File: config.mk
export PLATFORM = sky130hd
export DESIGN_NAME = fp_exp_align
export DESIGN_NICKNAME = d
export VERILOG_FILES = /design/src/rtl/fp_align_pkg.sv /design/src/rtl/fp_unpack.sv /design/src/rtl/fp_exp_align.sv
export SDC_FILE = /design/constraint.sdc
export NUM_CORES = 1
export LEC_CHECK = 0
export ABC_CLOCK_PERIOD_IN_PS = 14400
export CAP_MARGIN = 20
export CORE_UTILIZATION = 47
export DETAILED_ROUTE_END_ITERATION = 10
export PLACE_DENSITY = 0.84
export SYNTH_ARGS = -nofsm -noshare
export SYNTH_HDL_FRONTEND = slang
export SYNTH_SLANG_ARGS = --single-unit
File: constraint.sdc
create_clock -name Clk -period 14.4 [get_ports Clk]
set_input_delay 4.32 -clock Clk [delete_from_list [all_inputs] [get_ports Clk]]
set_output_delay 4.32 -clock Clk [all_outputs]
set_load 0.01 [all_outputs]
File: src/rtl/fp_align_pkg.sv
// Shared widths, FSM state type and alignment helpers for the FP adder
// exponent-compare / mantissa-alignment controller.
package fp_align_pkg;

  localparam int unsigned EXP_W     = 8;
  localparam int unsigned FRAC_W    = 23;
  localparam int unsigned MANT_W    = 24;  // {hidden, frac}
  localparam int unsigned ALIGN_W   = 27;  // {hidden, frac, G, R, S}
  localparam int unsigned MAX_ALIGN = 26;  // largest distance that still leaves a live bit
  localparam int unsigned CNT_W     = 5;   // alignment down-counter width
  localparam int unsigned WORD_W    = 1 + EXP_W + FRAC_W;

  typedef enum logic [1:0] {
    StIdle,
    StLoad,
    StShift,
    StDone
  } align_state_e;

  // One unpacked operand as seen by the alignment datapath.
  typedef struct packed {
    logic              sign;
    logic [EXP_W-1:0]  eff_exp;
    logic [MANT_W-1:0] mant;
  } operand_t;

  // Single-bit right shift that folds the two lowest bits into the sticky position,
  // so no set bit shifted past R is ever lost.
  function automatic logic [ALIGN_W-1:0] shr_sticky(input logic [ALIGN_W-1:0] v);
    return {1'b0, v[ALIGN_W-1:2], v[1] | v[0]};
  endfunction

endpackage

File: src/rtl/fp_unpack.sv
// Combinational IEEE-754 single-precision unpacker: sign, effective exponent
// (denormals treated as exponent 1) and the implicit hidden bit.
module fp_unpack
  import fp_align_pkg::*;
(
  input  logic [WORD_W-1:0] word_i,
  output logic              sign_o,
  output logic [EXP_W-1:0]  eff_exp_o,
  output logic              hidden_o,
  output logic [FRAC_W-1:0] frac_o
);

  logic [EXP_W-1:0] exp_raw;

  assign sign_o  = word_i[WORD_W-1];
  assign exp_raw = word_i[WORD_W-2 -: EXP_W];
  assign frac_o  = word_i[FRAC_W-1:0];

  // Denormals share the scale of exponent 1 but have no hidden bit.
  always_comb begin
    hidden_o  = (exp_raw != '0);
    eff_exp_o = hidden_o ? exp_raw : EXP_W'(1);
  end

endmodule

File: src/rtl/fp_exp_align.sv
// Exponent compare and mantissa alignment controller for the FP adder.
// Picks the operand with the larger effective exponent, loads the external
// 5-bit down counter with the alignment distance and shifts the smaller
// mantissa right one bit per cycle until the counter reports zero.
// Build option: define FP_ALIGN_STICKY_EN to keep G/R/S bits; otherwise the
// three low bits of mant_small stay zero (truncating alignment).
module fp_exp_align
  import fp_align_pkg::*;
(
  input  logic                Clk,
  input  logic                Reset,
  input  logic                Start,
  input  logic [WORD_W-1:0]   A,
  input  logic [WORD_W-1:0]   B,
  input  logic                cnt_zero,
  output logic                Load,
  output logic [CNT_W-1:0]    count,
  output logic                Busy,
  output logic                Done,
  output logic [EXP_W-1:0]    exp_out,
  output logic                sign_big,
  output logic                sign_small,
  output logic [MANT_W-1:0]   mant_big,
  output logic [ALIGN_W-1:0]  mant_small
);

  localparam logic [EXP_W-1:0] MaxAlignE = EXP_W'(MAX_ALIGN);

  // Unpacked operands
  logic              a_sign, b_sign;
  logic [EXP_W-1:0]  a_eff, b_eff;
  logic              a_hidden, b_hidden;
  logic [FRAC_W-1:0] a_frac, b_frac;

  fp_unpack u_unpack_a (
    .word_i    (A),
    .sign_o    (a_sign),
    .eff_exp_o (a_eff),
    .hidden_o  (a_hidden),
    .frac_o    (a_frac)
  );

  fp_unpack u_unpack_b (
    .word_i    (B),
    .sign_o    (b_sign),
    .eff_exp_o (b_eff),
    .hidden_o  (b_hidden),
    .frac_o    (b_frac)
  );

  operand_t         op_a, op_b, op_big, op_small;
  logic             b_is_big;
  logic [EXP_W-1:0] diff;
  logic             diff_sat;

  // Select big/small; ties go to A, mantissas never take part in the choice.
  always_comb begin
    op_a     = '{sign: a_sign, eff_exp: a_eff, mant: {a_hidden, a_frac}};
    op_b     = '{sign: b_sign, eff_exp: b_eff, mant: {b_hidden, b_frac}};
    b_is_big = (b_eff > a_eff);
    op_big   = b_is_big ? op_b : op_a;
    op_small = b_is_big ? op_a : op_b;
    diff     = op_big.eff_exp - op_small.eff_exp;
    diff_sat = (diff > MaxAlignE);
  end

  // Registered state and datapath
  align_state_e       state_q, state_d;
  logic [EXP_W-1:0]   exp_q, exp_d;
  logic               sign_big_q, sign_big_d;
  logic               sign_small_q, sign_small_d;
  logic [MANT_W-1:0]  mant_big_q, mant_big_d;
  logic [ALIGN_W-1:0] mant_small_q, mant_small_d;
  logic [CNT_W-1:0]   count_q, count_d;
  logic               sat_q, sat_d;

  logic [ALIGN_W-1:0] mant_step;  // mant_small after one alignment shift
  logic [ALIGN_W-1:0] mant_sat;   // mant_small when the distance saturates

`ifdef FP_ALIGN_STICKY_EN
  assign mant_step = shr_sticky(mant_small_q);
  // Everything is shifted out; only the sticky summary of the mantissa survives.
  assign mant_sat  = {{(ALIGN_W-1){1'b0}}, |mant_small_q[ALIGN_W-1:3]};
`else
  // Low three bits are held at zero, so bit 3 simply falls off.
  assign mant_step = {1'b0, mant_small_q[ALIGN_W-1:4], 3'b000};
  assign mant_sat  = '0;
`endif

  // Next-state and datapath update
  always_comb begin
    state_d      = state_q;
    exp_d        = exp_q;
    sign_big_d   = sign_big_q;
    sign_small_d = sign_small_q;
    mant_big_d   = mant_big_q;
    mant_small_d = mant_small_q;
    count_d      = count_q;
    sat_d        = sat_q;

    unique case (state_q)
      StIdle: begin
        if (Start) begin
          state_d      = StLoad;
          exp_d        = op_big.eff_exp;
          sign_big_d   = op_big.sign;
          sign_small_d = op_small.sign;
          mant_big_d   = op_big.mant;
          mant_small_d = {op_small.mant, 3'b000};
          sat_d        = diff_sat;
          count_d      = diff_sat ? '0 : diff[CNT_W-1:0];
        end
      end
      StLoad: begin
        // The counter captures count on this edge; saturation is resolved here
        // so SHIFT sees a zero count and exits immediately.
        state_d = StShift;
        if (sat_q) begin
          mant_small_d = mant_sat;
        end
      end
      StShift: begin
        if (cnt_zero) begin
          state_d = StDone;
        end else begin
          mant_small_d = mant_step;
        end
      end
      StDone: begin
        state_d = StIdle;
      end
      default: begin
        state_d = StIdle;
      end
    endcase
  end

  // State and datapath registers with synchronous reset
  always_ff @(posedge Clk) begin
    if (Reset) begin
      state_q      <= StIdle;
      exp_q        <= '0;
      sign_big_q   <= 1'b0;
      sign_small_q <= 1'b0;
      mant_big_q   <= '0;
      mant_small_q <= '0;
      count_q      <= '0;
      sat_q        <= 1'b0;
    end else begin
      state_q      <= state_d;
      exp_q        <= exp_d;
      sign_big_q   <= sign_big_d;
      sign_small_q <= sign_small_d;
      mant_big_q   <= mant_big_d;
      mant_small_q <= mant_small_d;
      count_q      <= count_d;
      sat_q        <= sat_d;
    end
  end

  // Outputs decoded from registers only
  always_comb begin
    Load       = (state_q == StLoad);
    Busy       = (state_q != StIdle);
    Done       = (state_q == StDone);
    count      = count_q;
    exp_out    = exp_q;
    sign_big   = sign_big_q;
    sign_small = sign_small_q;
    mant_big   = mant_big_q;
    mant_small = mant_small_q;
  end

endmodule

==> results of run 1 <==
[cells by family after synthesis]
group / count (synthesis) / share of synthesized area
DFF: 66 / 0.337
muxes: 50 / 0.129
AOI/OAI and AO/OA: 102 / 0.192
xor gates and xnor gates: 7 / 0.0176
and+or+nand+nor: 199 / 0.222
adders and majority gates: 13 / 0.0415
other: 1 / 0.000958
buffers and inverters: 58 / 0.0594
[registers in the layout, summed over array words and instances (netlist names)]
name and flops:
mant_big 24, exp_out 8, sat_q 1, sign_small 1, mant_small 24, sign_big 1, count 5, state_q 2
[synth_stat cells (13+ instances only)]
| cell type | instances | area, sq um |
|---|---|---|
| nand2_1 | 80 | 300 |
| nor2_1 | 69 | 259 |
| dfxtp_1 | 66 | 1320 |
| mux2i_1 | 49 | 490 |
| clkbuf_1 | 36 | 135 |
| a311oi_1 | 32 | 280 |
| o21ai_0 | 25 | 125 |
| nand3_1 | 24 | 120 |
| inv_1 | 14 | 52.6 |
| a21oi_1 | 13 | 65.1 |
| ha_1 | 13 | 163 |
[layer usage]
layer	up-vias	routed length, microns	GRT usage
met2	144	5650	0.436
li1	1967	-	-
met5	-	0	0
met1	1934	5190	0.373
met3	20	830	0.0463
met4	0	198	0.101
[metrics by stage]
stage	instance area (sq um)	total power [uW]	hold WS (ns)
detailed placement	5240	731	0.450
finish	5510	941	0.462
global placement	5240	718	0.444
CTS	5480	927	0.463
global route	5510	998	0.493
floorplan	3920	548	0.454
[final cells by class]
type / count / share of cell area
multi-input cells: 374 / 0.431
repair buffers: 139 / 0.252
flip-flops and latches: 66 / 0.240
clock buffers: 10 / 0.0232
well taps: 102 / 0.0232
clock inverters: 6 / 0.0204
inverters: 14 / 0.00954
[worst register-to-register path, cell delays in order (launching register included)]
cell,delay [ns]
dfxtp_1,0.34
inv_1,0.12
ha_1,0.79
a21oi_1,0.14
nand2_1,0.11
buf_4,0.37
a2111oi_0,0.17
a21oi_1,0.19
nor2_1,0.05
[worst max path at each step]
stage / slack (ns) / endpoint / depth (start not counted) / startpoint
final: 6.13 / sat_q / 16 / A[29]
after global placement: 6.05 / count[4] / 16 / A[29]
after detailed placement: 5.86 / sat_q / 16 / A[29]
after CTS: 6.16 / sat_q / 16 / A[29]
after global routing: 5.94 / sat_q / 16 / A[29]
after floorplan: 6.65 / count[1] / 15 / A[29]
[power by group through the flow]
stage          logic (uW)  registers, uW  clock network [uW]
5_1_grt               515            279                 204
2_1_floorplan         254            294                   0
6_report              474            272                 194
4_1_cts               458            272                 196
3_5_place_dp          455            276                   0
3_3_place_gp          444            274                   0
==> results.yml, run 1 <==
outcome:
  status: "complete, no violations"
critical_path:
  slowest_stage: "or4_4"
  crit_buf_inv: 2
  max_stage_delay_ns: 0.60
  crit_family: "compound AO/OA/AOI/OAI gates"
  cp.required_ns: 14.64
  r2r_cells: 8
  critPathCaptureType: "register"
  crit_type: "primary input to register"
  r2r-end: "mant_small[26]"
  path_cells: "clkdlybuf4s50_1 > or4_4 > o21bai_4 > ha_1 > nand4_1 > nor2_2 > a21oi_4 > mux2i_2 > inv_1 > ha_1 > a211oi_1 > o221ai_1 > xnor2_1 > a211oi_1 > nor4_4 > a221oi_1"
  worstPathMaxFanout: 6
  timing.rr.start: "state_q[0]"
  worst_ep_arrival_time_ns: 8.51
  regToRegSetupSlack_ns: 11.98
  start_kind: "primary input"
placement:
  placedCellCount: 694
  pre_cts_ws_ns: 5.86
  io_buffers: 133
  place_congestion: 0.896
  dp_hpwl_microns: 8400
timing:
  fin_skew_ns: 0.0121
  rsz0062_at_grt: "false"
  fin_crit_sh: 0.574
  setup_violations: 0
  fin_tns_setup_ns: 0
  finalHoldViolCount: 0
  layout_setup_ws_ns: 6.13
  finalMaxSlewViolations: 0
  fin_crit_ns: 8.27
  fmax_mhz: 121
  worstMarginPinSlew_ns: 0.939
  relSlewSlack: 0.374
yosys:
  ys_warn_count: 0
  yosysUniqueCellTypes: 53
  synth_area_per_cell_sq_um: 7.89
  ys_seq_area_frac: 0.337
  syn-cell-area_sq_um: 3920
  async_reset_ff_frac: 0
  synth-edff-count: 0
  yosys_most_used_dff: "dfxtp_1"
  synthCells: 496
  synth-seq-cells: 66
die:
  initial_utilization: 0.496
  die_area_sq_um: 8700
  fp-row-count: 32
  die_y_microns: 93.3
  ioPinCount: 137
  die_w_microns: 93.3
  core_sq_um: 7890
min_path:
  holdPathStages: 2
  min_to: "exp_out[0]"
  hold_start: "exp_out[0]"
  hp-class: "register to register"
cells_and_area:
  layout_commonest_cell: "clkdlybuf4s50_1"
  fin_cells: 711
  multi_input_area_sq_um: 2380
  area_growth_pct: 40.7
  seqCellArea_sq_um: 1320
  layout.nets: 685
  fillers: 610
  diodes: 0
  mostFrequentLayoutCells: "clkdlybuf4s50_1, nand2_1, nor2_1"
  final_util: 0.699
  drive_gt1_frac: 0.0640
detailed_routing:
  first_pass_iters: 5
  remaining_drc_errors: 0
  wl_microns: 11900
  route.vias.total: 4065
  drt-initial-drc-count: 234
  post_drt_wl_per_cell_microns: 16.7
  viasPerCell: 5.72
  ant_nets: 0
clock_tree:
  clkSinkCount: 66
  cts_setup_buffers: 0
  clk_pin_slew_ns: 0.08
  htreeDepth: 3
  cts_root_buf: "clkbuf_8"
  clk-insertion-delay-late_ns: 0.35
  holdBufCountCts: 0
  clk_path_buf_depth: 2
  cts_tree: "done"
  cts_resized: 0
  cts_buffers: 9
global_route:
  first_global_vias: 3791
  grtUsageTotal: 0.275
  antenna_found_initial: 0
  grt_max_degree: 68
  grt_pass1_wl_microns: 18600
  grt_overflow: 0
pwr:
  swShare: 0.385
  p_leak_uw: 0.00216
  p_comb_frac: 0.504
  power_density_nw_per_um2: 171
  peakVddDrop_uv: 146
  pwr-share-clk: 0.206
  switchingPower_uw: 362
  p_int_uw: 579
  seq_power_share: 0.290
job:
  maxCapViolCount: 0
(Power assumes the default switching activity.)
==> run 2: changes to the inputs <==
--- a/config.mk
+++ b/config.mk
@@ -5,11 +5,11 @@
 export SDC_FILE = /design/constraint.sdc
 export NUM_CORES = 1
 export LEC_CHECK = 0
-export ABC_CLOCK_PERIOD_IN_PS = 14400
+export ABC_CLOCK_PERIOD_IN_PS = 7140
 export CAP_MARGIN = 20
-export CORE_UTILIZATION = 47
+export CORE_UTILIZATION = 41
 export DETAILED_ROUTE_END_ITERATION = 10
-export PLACE_DENSITY = 0.84
+export PLACE_DENSITY = 0.78
 export SYNTH_ARGS = -nofsm -noshare
 export SYNTH_HDL_FRONTEND = slang
 export SYNTH_SLANG_ARGS = --single-unit
==> constraint.sdc (replaced) <==
create_clock -name Clk -period 7.14 [get_ports Clk]
set_input_delay 2.142 -clock Clk [delete_from_list [all_inputs] [get_ports Clk]]
set_output_delay 2.142 -clock Clk [all_outputs]
set_load 0.01 [all_outputs]
==> run 2 against run 1 <==
Net effect:
- sequential power increased by 100%
- setup slack got worse by 5.1 ns
- via count decreased by 3.2%
- sequential share of layout area decreased by 0.098 points
- hold slack got worse by 0.0032 ns
- routed wire length increased by 2.6%
- non-clock buffer count unchanged
- flip-flop and latch count unchanged
- register-to-register slack got worse by 7.2 ns
- final cell count increased by 3.8%
- combinational power increased by 100%
- core utilization decreased by 10 points
- largest power group unchanged
==> results.yml, run 2 (synthesis results as in run 1) <==
cells_and_area:
  diodes: 0
  drive_gt1_frac: 0.0640
  layout_commonest_cell: "clkdlybuf4s50_1"
  mostFrequentLayoutCells: "clkdlybuf4s50_1, nand2_1, nor2_1"
  layout.nets: 685
  multi_input_area_sq_um: 2380
  area_growth_pct: 41.3
  seqCellArea_sq_um: 1320
  fillers: 808
clock_tree:
  clk_pin_slew_ns: 0.08
  clk-insertion-delay-late_ns: 0.34
  clkSinkCount: 66
  clk_path_buf_depth: 2
  cts_setup_buffers: 0
  cts_buffers: 9
  holdBufCountCts: 0
  htreeDepth: 3
  cts_tree: "done"
  cts_root_buf: "clkbuf_8"
  cts_resized: 0
die:
  die_y_microns: 99.7
  core_sq_um: 9240
  fp-row-count: 35
  initial_utilization: 0.424
  die_area_sq_um: 9940
  ioPinCount: 137
  die_w_microns: 99.7
detailed_routing:
  route.vias.total: 3935
  remaining_drc_errors: 0
  wl_microns: 12200
  post_drt_wl_per_cell_microns: 16.5
  first_pass_iters: 4
  ant_nets: 0
  viasPerCell: 5.33
  drt-initial-drc-count: 185
timing:
  setup_violations: 0
  hold_slack_ns: 0.459
  rsz0062_at_grt: "false"
  fin_tns_setup_ns: 0
  fmax_mhz: 165
  worstMarginPinSlew_ns: 0.928
  fin_skew_ns: 0.0123
  finalMaxSlewViolations: 0
  relSlewSlack: 0.382
  fin_crit_sh: 0.850
  finalHoldViolCount: 0
  fin_crit_ns: 6.07
pwr:
  finalPower_uw: 1870
  power_density_nw_per_um2: 339
  p_leak_uw: 0.00216
  peakVddDrop_uv: 267
placement:
  place_congestion: 0.884
  dp_hpwl_microns: 8730
  io_buffers: 133
critical_path:
  crit_cells: 16
  critPathCaptureType: "register"
  start_kind: "primary input"
  regToRegSetupSlack_ns: 4.75
  crit_path_end: "count[4]"
  crit_start: "A[29]"
  cp.required_ns: 7.37
  worstPathMaxFanout: 6
  r2r-end: "mant_small[26]"
  timing.rr.start: "state_q[0]"
  max_stage_delay_ns: 0.59
  worst_ep_arrival_time_ns: 6.30
  path_cells: "clkdlybuf4s50_1 > or4_4 > o21bai_4 > ha_1 > nand4_1 > nor2_2 > a21oi_4 > mux2i_2 > inv_1 > ha_1 > a211oi_1 > o221ai_1 > xnor2_1 > a211oi_1 > nor4_4 > a32o_1"
  crit_type: "primary input to register"
  crit_family: "compound AO/OA/AOI/OAI gates"
  r2r_cells: 8
  crit_buf_inv: 2
  slowest_stage: "or4_4"
global_route:
  grtUsageTotal: 0.246
  antenna_found_initial: 0
  grt_max_degree: 68
  grt_pass1_wl_microns: 19200
  grt_overflow: 0
  first_global_vias: 3778
min_path:
  hp-class: "register to register"
outcome:
  status: "complete, no violations"
job:
  maxCapViolCount: 0
## run 2: cell count changes in the layout (fill, tap and decap cells not counted), sizes merged
cell,delta
inv,-1
clkbuf,+2
bufinv,-1
## run 2: metal layers
metal | vias up | global-route usage | wire length, microns
li1 | 1966 | - | -
met1 | 1848 | 0.336 | 5740
met2 | 105 | 0.392 | 5650
met3 | 16 | 0.0372 | 564
met4 | 0 | 0.0894 | 222
met5 | - | 0 | 0
## run 2: tightest hold or removal path, delay by kind of cell, from the launching register on
| kind | cells | cell delay [ns] |
|---|---|---|
| AND/OR/NAND/NOR | 1 | 0.05 |
| AO/OA/AOI/OAI | 1 | 0.05 |
| flip-flops | 1 | 0.32 |
## run 2: cell type report
type,instances,share of cell area
clock inverter,4,0.0133
timing repair buffer,139,0.251
multi-input combinational,374,0.430
tap,129,0.0292
clock buffer,12,0.0280
sequential,66,0.239
inverter,14,0.00950
## run 2: worst min-delay path by stage
stage,from,to,cells past startpoint
floorplan,sat_q,sat_q,2
global placement,exp_out[0],exp_out[0],2
detailed placement,mant_big[23],mant_big[23],2
CTS,mant_big[23],mant_big[23],2
global route,mant_big[23],mant_big[23],2
finish,mant_big[23],mant_big[23],2
## run 2: stage by stage
step                cell area [sq um]  setup slack, ns  cells   util
detailed placement               5280            0.775    721  0.571
finish                           5530             1.07    738  0.599
global route                     5530            0.759    738  0.599
floorplan                        3920             1.57    498      -
global placement                 5280            0.915    721  0.571
CTS                              5510             1.11    737  0.596
## run 2: power by group
| group | switching [uW] | total [uW] | internal [uW] |
|---|---|---|---|
| clock | 153 | 369 | 216 |
| combinational | 497 | 952 | 455 |
| sequential | 73.9 | 552 | 478 |
| total | 724 | 1870 | 1150 |
==> run 3: changes to the inputs <==
--- a/config.mk
+++ b/config.mk
@@ -5,11 +5,12 @@
 export SDC_FILE = /design/constraint.sdc
 export NUM_CORES = 1
 export LEC_CHECK = 0
+export ABC_AREA = 1
 export ABC_CLOCK_PERIOD_IN_PS = 7140
 export CAP_MARGIN = 20
-export CORE_UTILIZATION = 41
+export CORE_UTILIZATION = 42
 export DETAILED_ROUTE_END_ITERATION = 10
-export PLACE_DENSITY = 0.78
+export PLACE_DENSITY = 0.79
 export SYNTH_ARGS = -nofsm -noshare
 export SYNTH_HDL_FRONTEND = slang
 export SYNTH_SLANG_ARGS = --single-unit
==> run 3 against run 2 <==
Net effect:
- synthesized area up 2.0%
- hold slack better by 0.012 ns
- die area down 0.37%
- sequential power up 0.9%
- clock skew down 0.0058 ns
- core utilization down 0.23 points
- final cell count up 12%
- setup slack better by 0.63 ns
- register-to-register slack worse by 0.76 ns
- flip-flop and latch count unchanged
- global-route usage up 0.45 points
==> results.yml, run 3 <==
critical_path:
  slowest_stage: "clkdlybuf4s50_1"
  crit_family: "simple AND/OR/NAND/NOR gates"
  worst_ep_arrival_time_ns: 5.67
  regToRegSetupSlack_ns: 3.99
  r2r-end: "mant_small[26]"
  path_cells: "clkdlybuf4s50_1 > inv_2 > nand4_1 > nor2_1 > inv_1 > nand2_1 > ha_1 > nand4_4 > nand2_4 > inv_1 > nand3_1 > nand2_1 > inv_1 > nand2_1 > inv_1 > nand4_1 > nand2_1 > nand3_1 > o21ai_1 > inv_1"
  crit_path_end: "sat_q"
  crit_type: "primary input to register"
  cp.required_ns: 7.37
  max_stage_delay_ns: 0.57
  critPathCaptureType: "register"
  crit_start: "A[24]"
  crit_cells: 20
  crit_buf_inv: 7
  r2r_cells: 8
  start_kind: "primary input"
  timing.critical_path.mode_cell: "inv_1"
  timing.rr.start: "state_q[0]"
  worstPathMaxFanout: 63
clock_tree:
  cts_resized: 0
  cts_tree: "done"
  cts_root_buf: "clkbuf_8"
  cts_buffers: 9
  htreeDepth: 3
  clk_path_buf_depth: 2
  holdBufCountCts: 0
  clkSinkCount: 66
  clk-insertion-delay-late_ns: 0.33
  clk_pin_slew_ns: 0.07
  cts_setup_buffers: 0
cells_and_area:
  diodes: 0
  area_growth_pct: 38.0
  mostFrequentLayoutCells: "clkdlybuf4s50_1, nand2_1, inv_1"
  layout_commonest_cell: "clkdlybuf4s50_1"
  drive_gt1_frac: 0.0533
  layout.nets: 770
  fillers: 868
  final_util: 0.596
yosys:
  synth_area_per_cell_sq_um: 6.79
  synthCells: 588
  ys_seq_area_frac: 0.331
  yosys.cell_count.top_type: "nand2_1"
  netlist.area_leader.share: 0.331
  async_reset_ff_frac: 0
  synth-edff-count: 0
  synth_common_cells: "nand2_1, inv_1, dfxtp_1"
  synthTopCellsByArea: "dfxtp_1, nand2_1, inv_1"
  ys_warn_count: 0
  synth-seq-cells: 66
  yosys_most_used_dff: "dfxtp_1"
  synth_area_leader_cell: "dfxtp_1"
  yosysUniqueCellTypes: 32
  syn-cell-area_sq_um: 4000
placement:
  dp_hpwl_microns: 8970
  io_buffers: 133
  pre_cts_ws_ns: 1.40
  place_congestion: 0.893
detailed_routing:
  drt-initial-drc-count: 234
  route.vias.total: 4433
  ant_nets: 0
  viasPerCell: 5.39
  wl_microns: 12400
  first_pass_iters: 5
  post_drt_wl_per_cell_microns: 15.0
  remaining_drc_errors: 0
global_route:
  grt_pass1_wl_microns: 19900
  antenna_found_initial: 0
  grtUsageTotal: 0.250
  grt_max_degree: 66
  first_global_vias: 4141
  grt_overflow: 0
timing:
  fin_crit_ns: 5.44
  setup_violations: 0
  fin_tns_setup_ns: 0
  fin_skew_ns: 0.00657
  finalMaxSlewViolations: 0
  rsz0062_at_grt: "false"
  finalHoldViolCount: 0
  fmax_mhz: 184
  hold_slack_ns: 0.471
  worstMarginPinSlew_ns: 1.05
  relSlewSlack: 0.299
  layout_setup_ws_ns: 1.70
  fin_crit_sh: 0.762
min_path:
  holdPathStages: 2
  hp-class: "register to register"
die:
  initial_utilization: 0.432
  fp-row-count: 35
  ioPinCount: 137
  die_w_microns: 99.5
  die_y_microns: 99.5
  die_area_sq_um: 9910
  core_sq_um: 9240
pwr:
  finalPower_uw: 1870
  power_density_nw_per_um2: 340
  p_leak_uw: 0.00244
  peakVddDrop_uv: 190
outcome:
  status: "complete, no violations"
job:
  maxCapViolCount: 0
## run 3: cell type report
type	instances	area (sq um)	area share
multi-input combinational	402	2210	0.400
timing repair buffer	135	1350	0.244
sequential	66	1320	0.240
inverter	75	282	0.0511
tap	129	161	0.0293
clock buffer	9	124	0.0225
clock inverter	7	70.1	0.0127
## run 3: power by group
| group | switching (uW) | leakage (uW) | total (uW) | internal [uW] |
|---|---|---|---|---|
| registers | 73.9 | 0.000545 | 557 | 484 |
| logic | 565 | 0.00179 | 1010 | 443 |
| clock network | 149 | 0.0000990 | 309 | 161 |
| total | 787 | 0.00244 | 1870 | 1090 |
## run 3: how the worst min path moves through the flow
stage               startpoint        to
global route          count[0]  count[0]
global placement      count[0]  count[0]
CTS                   count[0]  count[0]
finish                count[0]  count[0]
detailed placement    count[0]  count[0]
floorplan             count[0]  count[0]
## run 3: through the flow
| step | std cells | instance area [sq um] |
|---|---|---|
| CTS | 823 | 5510 |
| global route | 823 | 5510 |
| finish | 823 | 5510 |
| floorplan | 590 | 4000 |
| detailed placement | 807 | 5320 |
| global placement | 807 | 5320 |
## run 3: routing by layer
metal  wire, microns  GRT usage
met1            5510      0.320
met2            5820      0.415
met3             784     0.0513
met4             250     0.0939
met5               0          0
## run 3: worst min-delay path, delay by kind of cell, from the launching register on
family / cells / cell delay [ns]
flip-flops: 1 / 0.31
AND/OR/NAND/NOR: 1 / 0.06
AO/OA/AOI/OAI: 1 / 0.06
## run 3: kinds of logic (layout without fill, tap and decap cells)
logic type	count (synthesis)	in the layout	synth area share
DFF	66	66	0.331
other	1	3	0.000939
AOI/OAI and AO/OA	181	181	0.272
adders and majority gates	13	13	0.0407
and+or+nand+nor	205	205	0.236
buffers and inverters	122	226	0.119
